$ cat src/rtl/trig_pkg.sv
`default_nettype none
// ============================================================================
//  trig_pkg
//  Shared types and constants for the MUSE PID trigger back-wall path.
//  Revision: 1.0
// ============================================================================
package trig_pkg;

    typedef enum logic [1:0] {
        IDLE   = 2'd0,
        ACTIVE = 2'd1,
        DEAD   = 2'd2
    } chan_state_t;

    localparam int          N_BACK    = 28;
    localparam int          CFG_W     = 6;
    localparam logic [15:0] CNT16_MAX = 16'hFFFF;

    // Adds b to a, clamping at CNT16_MAX instead of wrapping.
    function automatic logic [15:0] sat_add16(input logic [15:0] a, input logic [15:0] b);
        logic [16:0] sum;
        sum = {1'b0, a} + {1'b0, b};
        return sum[16] ? CNT16_MAX : sum[15:0];
    endfunction

endpackage
`default_nettype wire

$ cat src/rtl/back_chan_stretch.sv
`default_nettype none
// ============================================================================
//  back_chan_stretch
//  One back-wall bar: 2-FF synchronizer, rising-edge detect, stretch + dead time.
//  Revision: 1.0
// ============================================================================
module back_chan_stretch
    import trig_pkg::*;
#(
    parameter int CW        = CFG_W,
    parameter bit RETRIGGER = 1'b1
) (
    input  logic          clk,
    input  logic          reset_n,
    input  logic          bar_in,
    input  logic          inhibit,
    input  logic [CW-1:0] width_cfg,
    input  logic [CW-1:0] dead_cfg,
    output logic          back_out,
    output logic          accept
);

    logic          meta;
    logic          sync;
    logic          prev;
    logic          rise;
    logic          can_load;
    logic [CW-1:0] width_load;
    logic [CW-1:0] cnt;
    chan_state_t   state;

    always_comb begin
        rise       = sync & ~prev;
        can_load   = (state == IDLE) || (RETRIGGER && (state == ACTIVE));
        accept     = rise & ~inhibit & can_load;
        // A zero width still yields a one-cycle pulse.
        width_load = (width_cfg == '0) ? '0 : (width_cfg - CW'(1));
    end

    always_ff @(posedge clk) begin
        if (!reset_n) begin
            meta     <= 1'b0;
            sync     <= 1'b0;
            prev     <= 1'b0;
            cnt      <= '0;
            state    <= IDLE;
            back_out <= 1'b0;
        end else begin
            meta <= bar_in;
            sync <= meta;
            prev <= sync;
            case (state)
                IDLE: begin
                    if (accept) begin
                        cnt      <= width_load;
                        back_out <= 1'b1;
                        state    <= ACTIVE;
                    end
                end
                ACTIVE: begin
                    if (accept) begin
                        cnt <= width_load;
                    end else if (cnt != '0) begin
                        cnt <= cnt - CW'(1);
                    end else if (dead_cfg != '0) begin
                        cnt      <= dead_cfg - CW'(1);
                        back_out <= 1'b0;
                        state    <= DEAD;
                    end else begin
                        back_out <= 1'b0;
                        state    <= IDLE;
                    end
                end
                DEAD: begin
                    if (cnt != '0) begin
                        cnt <= cnt - CW'(1);
                    end else begin
                        state <= IDLE;
                    end
                end
                default: begin
                    back_out <= 1'b0;
                    state    <= IDLE;
                end
            endcase
        end
    end

endmodule
`default_nettype wire

$ cat src/rtl/back_bar_stretch.sv
`default_nettype none
// ============================================================================
//  back_bar_stretch
//  Conditions the raw back-wall bar hits ahead of the back-wall OR stage.
//  Revision: 1.0
// ============================================================================
module back_bar_stretch
    import trig_pkg::*;
#(
    parameter int N_CH      = N_BACK,
    parameter int CW        = CFG_W,
    parameter bit RETRIGGER = 1'b1
) (
    input  logic            clk,
    input  logic            reset_n,
    input  logic [N_CH-1:0] bar_in,
    input  logic            inhibit,
    input  logic [CW-1:0]   width_cfg,
    input  logic [CW-1:0]   dead_cfg,
    output logic [N_CH-1:0] back_out,
    output logic            active_any,
    output logic [15:0]     edge_cnt
);

    logic [N_CH-1:0] accept;
    logic [15:0]     hits;

    generate
        for (genvar i = 0; i < N_CH; i++) begin : g_chan
            back_chan_stretch #(
                .CW        (CW),
                .RETRIGGER (RETRIGGER)
            ) u_chan (
                .clk       (clk),
                .reset_n   (reset_n),
                .bar_in    (bar_in[i]),
                .inhibit   (inhibit),
                .width_cfg (width_cfg),
                .dead_cfg  (dead_cfg),
                .back_out  (back_out[i]),
                .accept    (accept[i])
            );
        end
    endgenerate

    // Number of channels accepting an edge this cycle.
    always_comb begin
        hits = '0;
        for (int i = 0; i < N_CH; i++) begin
            hits = hits + {15'd0, accept[i]};
        end
    end

    always_ff @(posedge clk) begin
        if (!reset_n) begin
            edge_cnt <= '0;
        end else begin
            edge_cnt <= sat_add16(edge_cnt, hits);
        end
    end

    assign active_any = |back_out;

endmodule
`default_nettype wire

$ cat config.mk
export PLATFORM = sky130hd
export DESIGN_NAME = back_bar_stretch
export DESIGN_NICKNAME = d
export VERILOG_FILES = /design/src/rtl/trig_pkg.sv /design/src/rtl/back_chan_stretch.sv /design/src/rtl/back_bar_stretch.sv
export SDC_FILE = /design/constraint.sdc
export NUM_CORES = 1
export LEC_CHECK = 0
export ABC_AREA = 1
export CORE_MARGIN = 2
export CORE_UTILIZATION = 55
export CTS_CLUSTER_SIZE = 25
export DETAILED_ROUTE_END_ITERATION = 8
export PLACE_DENSITY = 0.82
export SYNTH_ARGS = -nofsm -noshare
export SYNTH_HDL_FRONTEND = slang
export SYNTH_SLANG_ARGS = --single-unit
$ cat constraint.sdc
create_clock -name clk -period 14.35 [get_ports clk]
set_input_delay 2.1525 -clock clk [delete_from_list [all_inputs] [get_ports clk]]
set_output_delay 2.1525 -clock clk [all_outputs]
set_load 0.005 [all_outputs]
==> summary.txt, run 1 <==
Place
  – DP HPWL: 43870 um
  – Placed Instances: 4309
  – Post-DP Area: 25350 um2
  – Pre-CTS setup slack: 5.861 ns
  – Placer's final routability congestion estimate: 0.9226
  – Buffers on Ports: 87

GRT
  – Largest net degree at the start of global routing: 125
  – Tot GR Track Use: 28.39%
  – Number of antenna violations at the first check in global routing: 0
  – Global-route wire length before repair: 108300 um
  – Vias in the first global route: 21700
  – Grt total ovfl: 0

Drt
  – Via/cell ratio: 5.443
  – Post-route antenna net violation count: 0
  – Pre-Repair DR Iteration Count: 6
  – Routed WL: 67630 um
  – Drt wl/cell: 15.44 um
  – Routed via count: 23840
  – DRC errors left: 0
  – Initial DRC Count: 2099

Yosys
  – Mapped Cells: 3758
  – Synthesis-stage register bit count: 352
  – Cell Area, Synth: 24550 um2
  – Synth warnings: 0
  – Yosys cell types: 47
  – Syn_nets: 3986
  – Syn avg cell area: 6.533 um2
  – Synth Flop Type: dfxtp_1
  – Post-synth EDFFs: 0
  – Sequential-to-total area share from yosys stat: 28.70%
  – Post-synth ARST share: 0%

STA
  – Fmax: 125.3 MHz
  – Final hold vios: 0
  – Final Max Tran Viols: 0
  – Rel. slew slack: 17.47%
  – Setup violations, final: 0
  – Crit path time final: 7.981 ns
  – TNS Setup: 0 ns
  – Setup Skew: 0.01439 ns
  – Hold Slack: 0.4128 ns
  – Slew at the pin with the worst max-slew slack: 1.230 ns
  – Slack of the critical path: 6.369 ns
  – Fin crit share: 55.62%
  – RSZ-0062 raised after global routing: false

Die
  – Row Count: 77
  – # IOs: 88
  – Die Width: 215.3 um
  – Core area: 44120 um2
  – DIE AREA: 46350 um2
  – Initial core utilization: 55.64%
  – Die height: 215.3 um

Clock tree
  – Hold_buf cts: 0
  – Longest Clk Path Bufs: 3
  – Worst-path clk slew: 0.06 ns
  – Htree depth: 2
  – Root Driver: clkbuf_16
  – Number of buffers created by CTS: 40
  – Clk Latency, worst-skew pair: 0.56 ns
  – Post-CTS sizing: 0
  – CTS tree: done
  – Total clock sinks: 352
  – Postcts setup bufs: 0

Pwr
  – PnR Total Power: 6.083 mW
  – Worst VDD drop: 105.9 uV
  – Leakage: 13.13 nW
  – Power per standard cell area: 227.1 nW/um2

Flow run
  – Max-Cap Viols: 0

Worst setup path
  – Crit path launch: inhibit
  – Worst Path Required: 14.85 ns
  – Reg2Reg Depth: 24
  – WS Path Type: in -> reg
  – Worst setup SP type: primary input
  – Worst r2r src: g_chan[10].u_chan.state[0]$_SDFFE_PN0P_
  – Worst Setup End Kind: flip-flop
  – Worst-path fanout max: 26
  – Worst EP arrival: 8.48 ns

Hold path
  – Worst Hold Launch: g_chan[15].u_chan.meta$_SDFF_PN0_
  – Hold Path Depth: 2
  – Hold WC Path Type: reg -> reg

Finish
  – Fin area: 26780 um2
  – Final Util: 60.69%
  – Multi-input gate area: 14450 um2
  – Nets: 3987
  – Area growth, synth to finish: 9.071%
  – Layout cell share with drive strength beyond 1: 5.148%
  – Fill cells: 4134
  – ANT cells: 0
  – Sequential cell area: 7047 um2
  – Finished Layout Cells: 4380

Outcome
  – Status: finished, final reports clean
==> area by class of cell <==
cell class                 instances  share of cell area (%)
multi-input combinational       2695                   53.94
clock buffer                      54                   4.350
tap                              592                   2.766
clock inverter                    17                  0.9952
sequential                       352                   26.31
inverter                         569                   7.990
timing repair buffer             101                   3.644
==> where the power goes <==
group	total, mW	switching, mW	leakage [nW]	internal [mW]
logic	3.43	2.21	9.52	1.21
clock network	1.12	0.430	0.709	0.694
registers	1.53	0.245	2.90	1.29
total	6.08	2.89	13.1	3.19
==> synthesized netlist by cell type, types with 5 or more instances <==
| library cell | count | area [um2] |
|---|---|---|
| nand4_1 | 16 | 100.1 |
| nor4_1 | 7 | 43.79 |
| buf_2 | 33 | 165.2 |
| o21bai_1 | 5 | 37.54 |
| xor2_1 | 96 | 840.8 |
| nand2_1 | 962 | 3611 |
| a21oi_2 | 14 | 122.6 |
| dfxtp_1 | 352 | 7047 |
| a21oi_1 | 360 | 1802 |
| nor2_2 | 8 | 50.05 |
| nand2_2 | 14 | 87.58 |
| nand3_1 | 190 | 950.9 |
| inv_2 | 11 | 41.29 |
| nor2_1 | 357 | 1340 |
| nand3_2 | 40 | 400.4 |
| o21ai_0 | 260 | 1301 |
| buf_1 | 7 | 26.28 |
| buf_4 | 35 | 262.8 |
| fa_1 | 22 | 440.4 |
| nor3_1 | 41 | 205.2 |
| nor2_4 | 7 | 78.83 |
| clkbuf_1 | 38 | 142.6 |
| a211oi_1 | 33 | 247.7 |
| buf_6 | 25 | 281.5 |
| ha_1 | 163 | 2039 |
| a31oi_1 | 14 | 87.58 |
| o22ai_1 | 34 | 212.7 |
| o211ai_1 | 13 | 97.59 |
| nor3_2 | 7 | 70.07 |
| inv_1 | 555 | 2083 |
| xnor2_1 | 6 | 52.55 |
| o21ai_1 | 10 | 50.05 |
==> registers in the layout, summed over array words and instances (netlist names) <==
name and count:
g_chan.u_chan.prev 28, g_chan.u_chan.cnt 168, g_chan.u_chan.sync 28, g_chan.u_chan.meta 28, edge_cnt 16, g_chan.u_chan.state 56, g_chan.u_chan.back_out 28
==> worst max-delay path, stage by stage <==
cell and delay [ns]:
buf_2 0.07, buf_4 0.52, inv_4 0.08, nand2_1 0.15
inv_1 0.05, o21ai_1 0.26, inv_1 0.22, fa_1 0.58
inv_1 0.05, fa_1 0.49, fa_1 0.44, fa_1 0.48
fa_1 0.51, fa_1 0.42, fa_1 0.36, inv_1 0.09
fa_1 0.21, nand3_1 0.08, nand2_1 0.13, nand2_1 0.07
nand2_1 0.10, nand2_1 0.13, nor2_2 0.16, nand2_1 0.31
nand3_1 0.19, nand2_1 0.06, inv_1 0.07
==> layout by cell type, fill, tap and decap left out, types with 2 or more instances in the layout <==
cell,Yosys,layout
nand4_2,3,3
buf_4,35,14
ha_1,163,163
nand3_2,40,40
inv_1,555,555
nor2_2,8,8
clkbuf_8,0,9
a211oi_1,33,33
o21ai_1,10,10
nand3_1,190,190
nand3b_1,4,4
o21ai_0,260,260
nor2_4,7,7
nand4_1,16,16
a31oi_1,14,14
fa_1,22,22
nand2_2,14,14
nor4_1,7,7
clkdlybuf4s50_1,0,85
clkbuf_16,0,41
o21bai_1,5,5
xnor2_1,6,6
inv_2,11,11
o22ai_1,34,34
nor2_1,357,357
xor2_1,96,96
a21oi_1,360,360
clkbuf_1,38,4
nand2_1,962,962
nor3_2,7,7
a21oi_2,14,14
bufinv_16,0,7
o211ai_1,13,13
o21ai_2,2,2
nor3_1,41,41
dfxtp_1,352,352
clkinv_2,1,9
==> cells by family (layout without fill, tap and decap cells) <==
logic type,Yosys count,count (layout),synth area share (%)
adder cells (fa/ha/maj),185,185,10.10
AO/OA/AOI/OAI,747,747,16.26
buffers and inverters,711,741,12.46
XOR/XNOR,103,103,3.751
flip-flops,352,352,28.70
AND/OR/NAND/NOR,1660,1660,28.73
==> worst paths after layout <==
path | slack [ns] | end
max | 6.37 | edge_cnt[13]$_SDFF_PN0_
min reg2reg | 0.41 | g_chan[15].u_chan.sync$_SDFF_PN0_
min | 0.41 | g_chan[15].u_chan.sync$_SDFF_PN0_
max reg2reg | 8.00 | edge_cnt[13]$_SDFF_PN0_
==> per-layer routing <==
layer / part of all wire (%) / up-vias / routed length [um] / track usage [%]
li1: - / 11940 / - / -
met2: 45 / 991 / 30110 / 46.62
met5: 0 / - / 0 / 0
met1: 44 / 10720 / 29450 / 37.59
met3: 8.1 / 194 / 5466 / 3.850
met4: 3.9 / 0 / 2606 / 11.63
No activity file was read; power rests on OpenSTA's default activity.
==> run 2, diff against run 1 <==
PLACE_DENSITY = 0.85   (was 0.82)
clock period = 6.4 ns   (was 14.35 ns; I/O delays follow)
==> summary.txt, run 2 (same netlist as run 1, synthesis figures left out) <==
GRT
  – Largest net degree at the start of global routing: 162
  – Vias in the first global route: 22180
  – Global-route wire length before repair: 110600 um
  – Tot GR Track Use: 29.08%
  – Grt total ovfl: 0
  – Number of antenna violations at the first check in global routing: 0

Worst setup path
  – Worst-path fanout max: 6
  – Reg2Reg Depth: 25
  – Worst setup SP type: flip-flop
  – Worst r2r src: g_chan[14].u_chan.state[1]$_SDFFE_PN0P_
  – Worst Setup End Kind: flip-flop
  – WS Path Type: reg -> reg
  – Reg-to-reg slack, setup: 0.26 ns
  – Worst EP arrival: 6.64 ns
  – Worst Path Required: 6.90 ns
  – FF-to-FF End: edge_cnt[10]$_SDFF_PN0_

STA
  – Final Max Tran Viols: 0
  – RSZ-0062 raised after global routing: false
  – Crit path time final: 6.140 ns
  – Final hold vios: 0
  – Fin crit share: 95.93%
  – Fmax: 162.9 MHz
  – Setup violations, final: 0
  – Slew at the pin with the worst max-slew slack: 1.145 ns
  – Rel. slew slack: 22.84%
  – Setup Skew: 0.02270 ns

Finish
  – Finished Layout Cells: 4401
  – Number of flip-flops in the largest register: 168
  – Commonest non-fill, non-tap cells in the layout: nand2_1, inv_1, a21oi_1
  – Biggest regs: g_chan.u_chan.cnt x168, g_chan.u_chan.state x56
  – Most flops, register: g_chan.u_chan.cnt
  – Area growth, synth to finish: 9.367%
  – Nets: 4013
  – Layout cell share with drive strength beyond 1: 5.566%
  – Commonest non-fill, non-tap cell in the layout: nand2_1
  – ANT cells: 0
  – Final Util: 60.85%

Die
  – DIE AREA: 46350 um2
  – Row Count: 77
  – Core area: 44120 um2
  – Initial core utilization: 55.64%
  – Die Width: 215.3 um
  – Die height: 215.3 um
  – # IOs: 88

Clock tree
  – Htree depth: 2
  – Worst-path clk slew: 0.06 ns
  – CTS tree: done
  – Longest Clk Path Bufs: 3
  – Clk Latency, worst-skew pair: 0.57 ns
  – Number of buffers created by CTS: 41
  – Root Driver: clkbuf_16
  – Hold_buf cts: 0
  – Total clock sinks: 352

Flow run
  – Max-Cap Viols: 0

Hold path
  – Worst Hold Launch: g_chan[13].u_chan.sync$_SDFF_PN0_
  – Hold path endpoint: g_chan[13].u_chan.prev$_SDFF_PN0_
  – Hold Path Depth: 2
  – Hold WC Path Type: reg -> reg

Drt
  – Pre-Repair DR Iteration Count: 9
  – Post-route antenna net violation count: 0
  – Drt wl/cell: 15.73 um
  – Initial DRC Count: 2298
  – Via/cell ratio: 5.495
  – Routed WL: 69240 um
  – DRC errors left: 0
  – Routed via count: 24180

Outcome
  – Status: finished, final reports clean

Pwr
  – Leakage: 13.18 nW
  – Worst VDD drop: 306.7 uV
  – PnR Total Power: 13.53 mW
  – Power per standard cell area: 503.8 nW/um2

Place
  – DP HPWL: 45570 um
  – Placed Instances: 4334
  – Placer's final routability congestion estimate: 0.9390
  – Buffers on Ports: 87
==> run 2: changes by cell type in the layout (fill, tap and decap cells not counted), moves of 3 or more <==
cell | before | now
clkbuf_1 | 4 | 8
clkbuf_8 | 9 | 6
buf_4 | 14 | 38
bufinv_16 | 7 | 4
==> run 2: final cells by class <==
type / count / area (um2)
Multi-Input combinational cell: 2695 / 14450
Sequential cell: 352 / 7047
Clock inverter: 12 / 162.7
Fill cell: 4131 / 17270
Clock buffer: 55 / 1139
Timing Repair Buffer: 126 / 1179
Tap cell: 592 / 740.7
Inverter: 569 / 2140
==> run 2: power breakdown <==
group / internal [mW] / total (mW) / switching [mW]
clock network: 1.40 / 2.34 / 0.945
logic: 2.75 / 7.75 / 5.00
registers: 2.88 / 3.44 / 0.552
==> run 2: worst max path at each step <==
stage,from,to,slack (ns),cells past startpoint
final,g_chan[14].u_chan.state[1]$_SDFFE_PN0P_,edge_cnt[10]$_SDFF_PN0_,0.26,25
after floorplan,inhibit,edge_cnt[10]$_SDFF_PN0_,0.1,28
after CTS,inhibit,edge_cnt[10]$_SDFF_PN0_,0.31,27
after global routing,g_chan[14].u_chan.state[1]$_SDFFE_PN0P_,edge_cnt[10]$_SDFF_PN0_,0.01,25
after detailed placement,inhibit,edge_cnt[10]$_SDFF_PN0_,-0.26,27
after global placement,inhibit,edge_cnt[10]$_SDFF_PN0_,-0.13,27
==> run 2: timing repair <==
action	in CTS	in global routing
buffers inserted	0	0
resized for setup	0	1
setup endpoints to repair	0	7
==> run 2: critical path: stages (launching register included) <==
cell	delay, ns
dfxtp_1	0.37
inv_1	0.09
ha_1	0.25
o21ai_0	0.53
inv_1	0.13
fa_1	0.52
inv_1	0.05
fa_1	0.50
fa_1	0.44
fa_1	0.53
fa_1	0.43
fa_1	0.45
fa_1	0.38
inv_1	0.11
fa_1	0.20
nand3_1	0.08
nand2_1	0.10
nand2_1	0.06
nand2_1	0.10
nand2_1	0.13
nor2_2	0.12
nand2_1	0.13
buf_4	0.19
nand2_1	0.06
nand2_1	0.04
inv_1	0.07
==> run 2: per-stage QoR <==
stage	setup slack [ns]	hold WS, ns	area, um2	setup TNS, ns
after floorplan	0.09605	0.3905	24550	0
after global placement	-0.1273	0.3931	25550	-1.274
after detailed placement	-0.2582	0.4025	25550	-3.251
after CTS	0.3086	0.4155	26850	0
after global routing	0.009789	0.4346	26850	0
final	0.2604	0.4089	26850	0
==> run 2: routing by layer <==
metal  GRT usage, %  share of wire (%)  vias up
met5              0                  0        -
met4          14.57                4.8        0
li1               -                  -    11990
met1          37.84                 41    10890
met2          46.95                 44     1095
met3          4.459                9.9      209
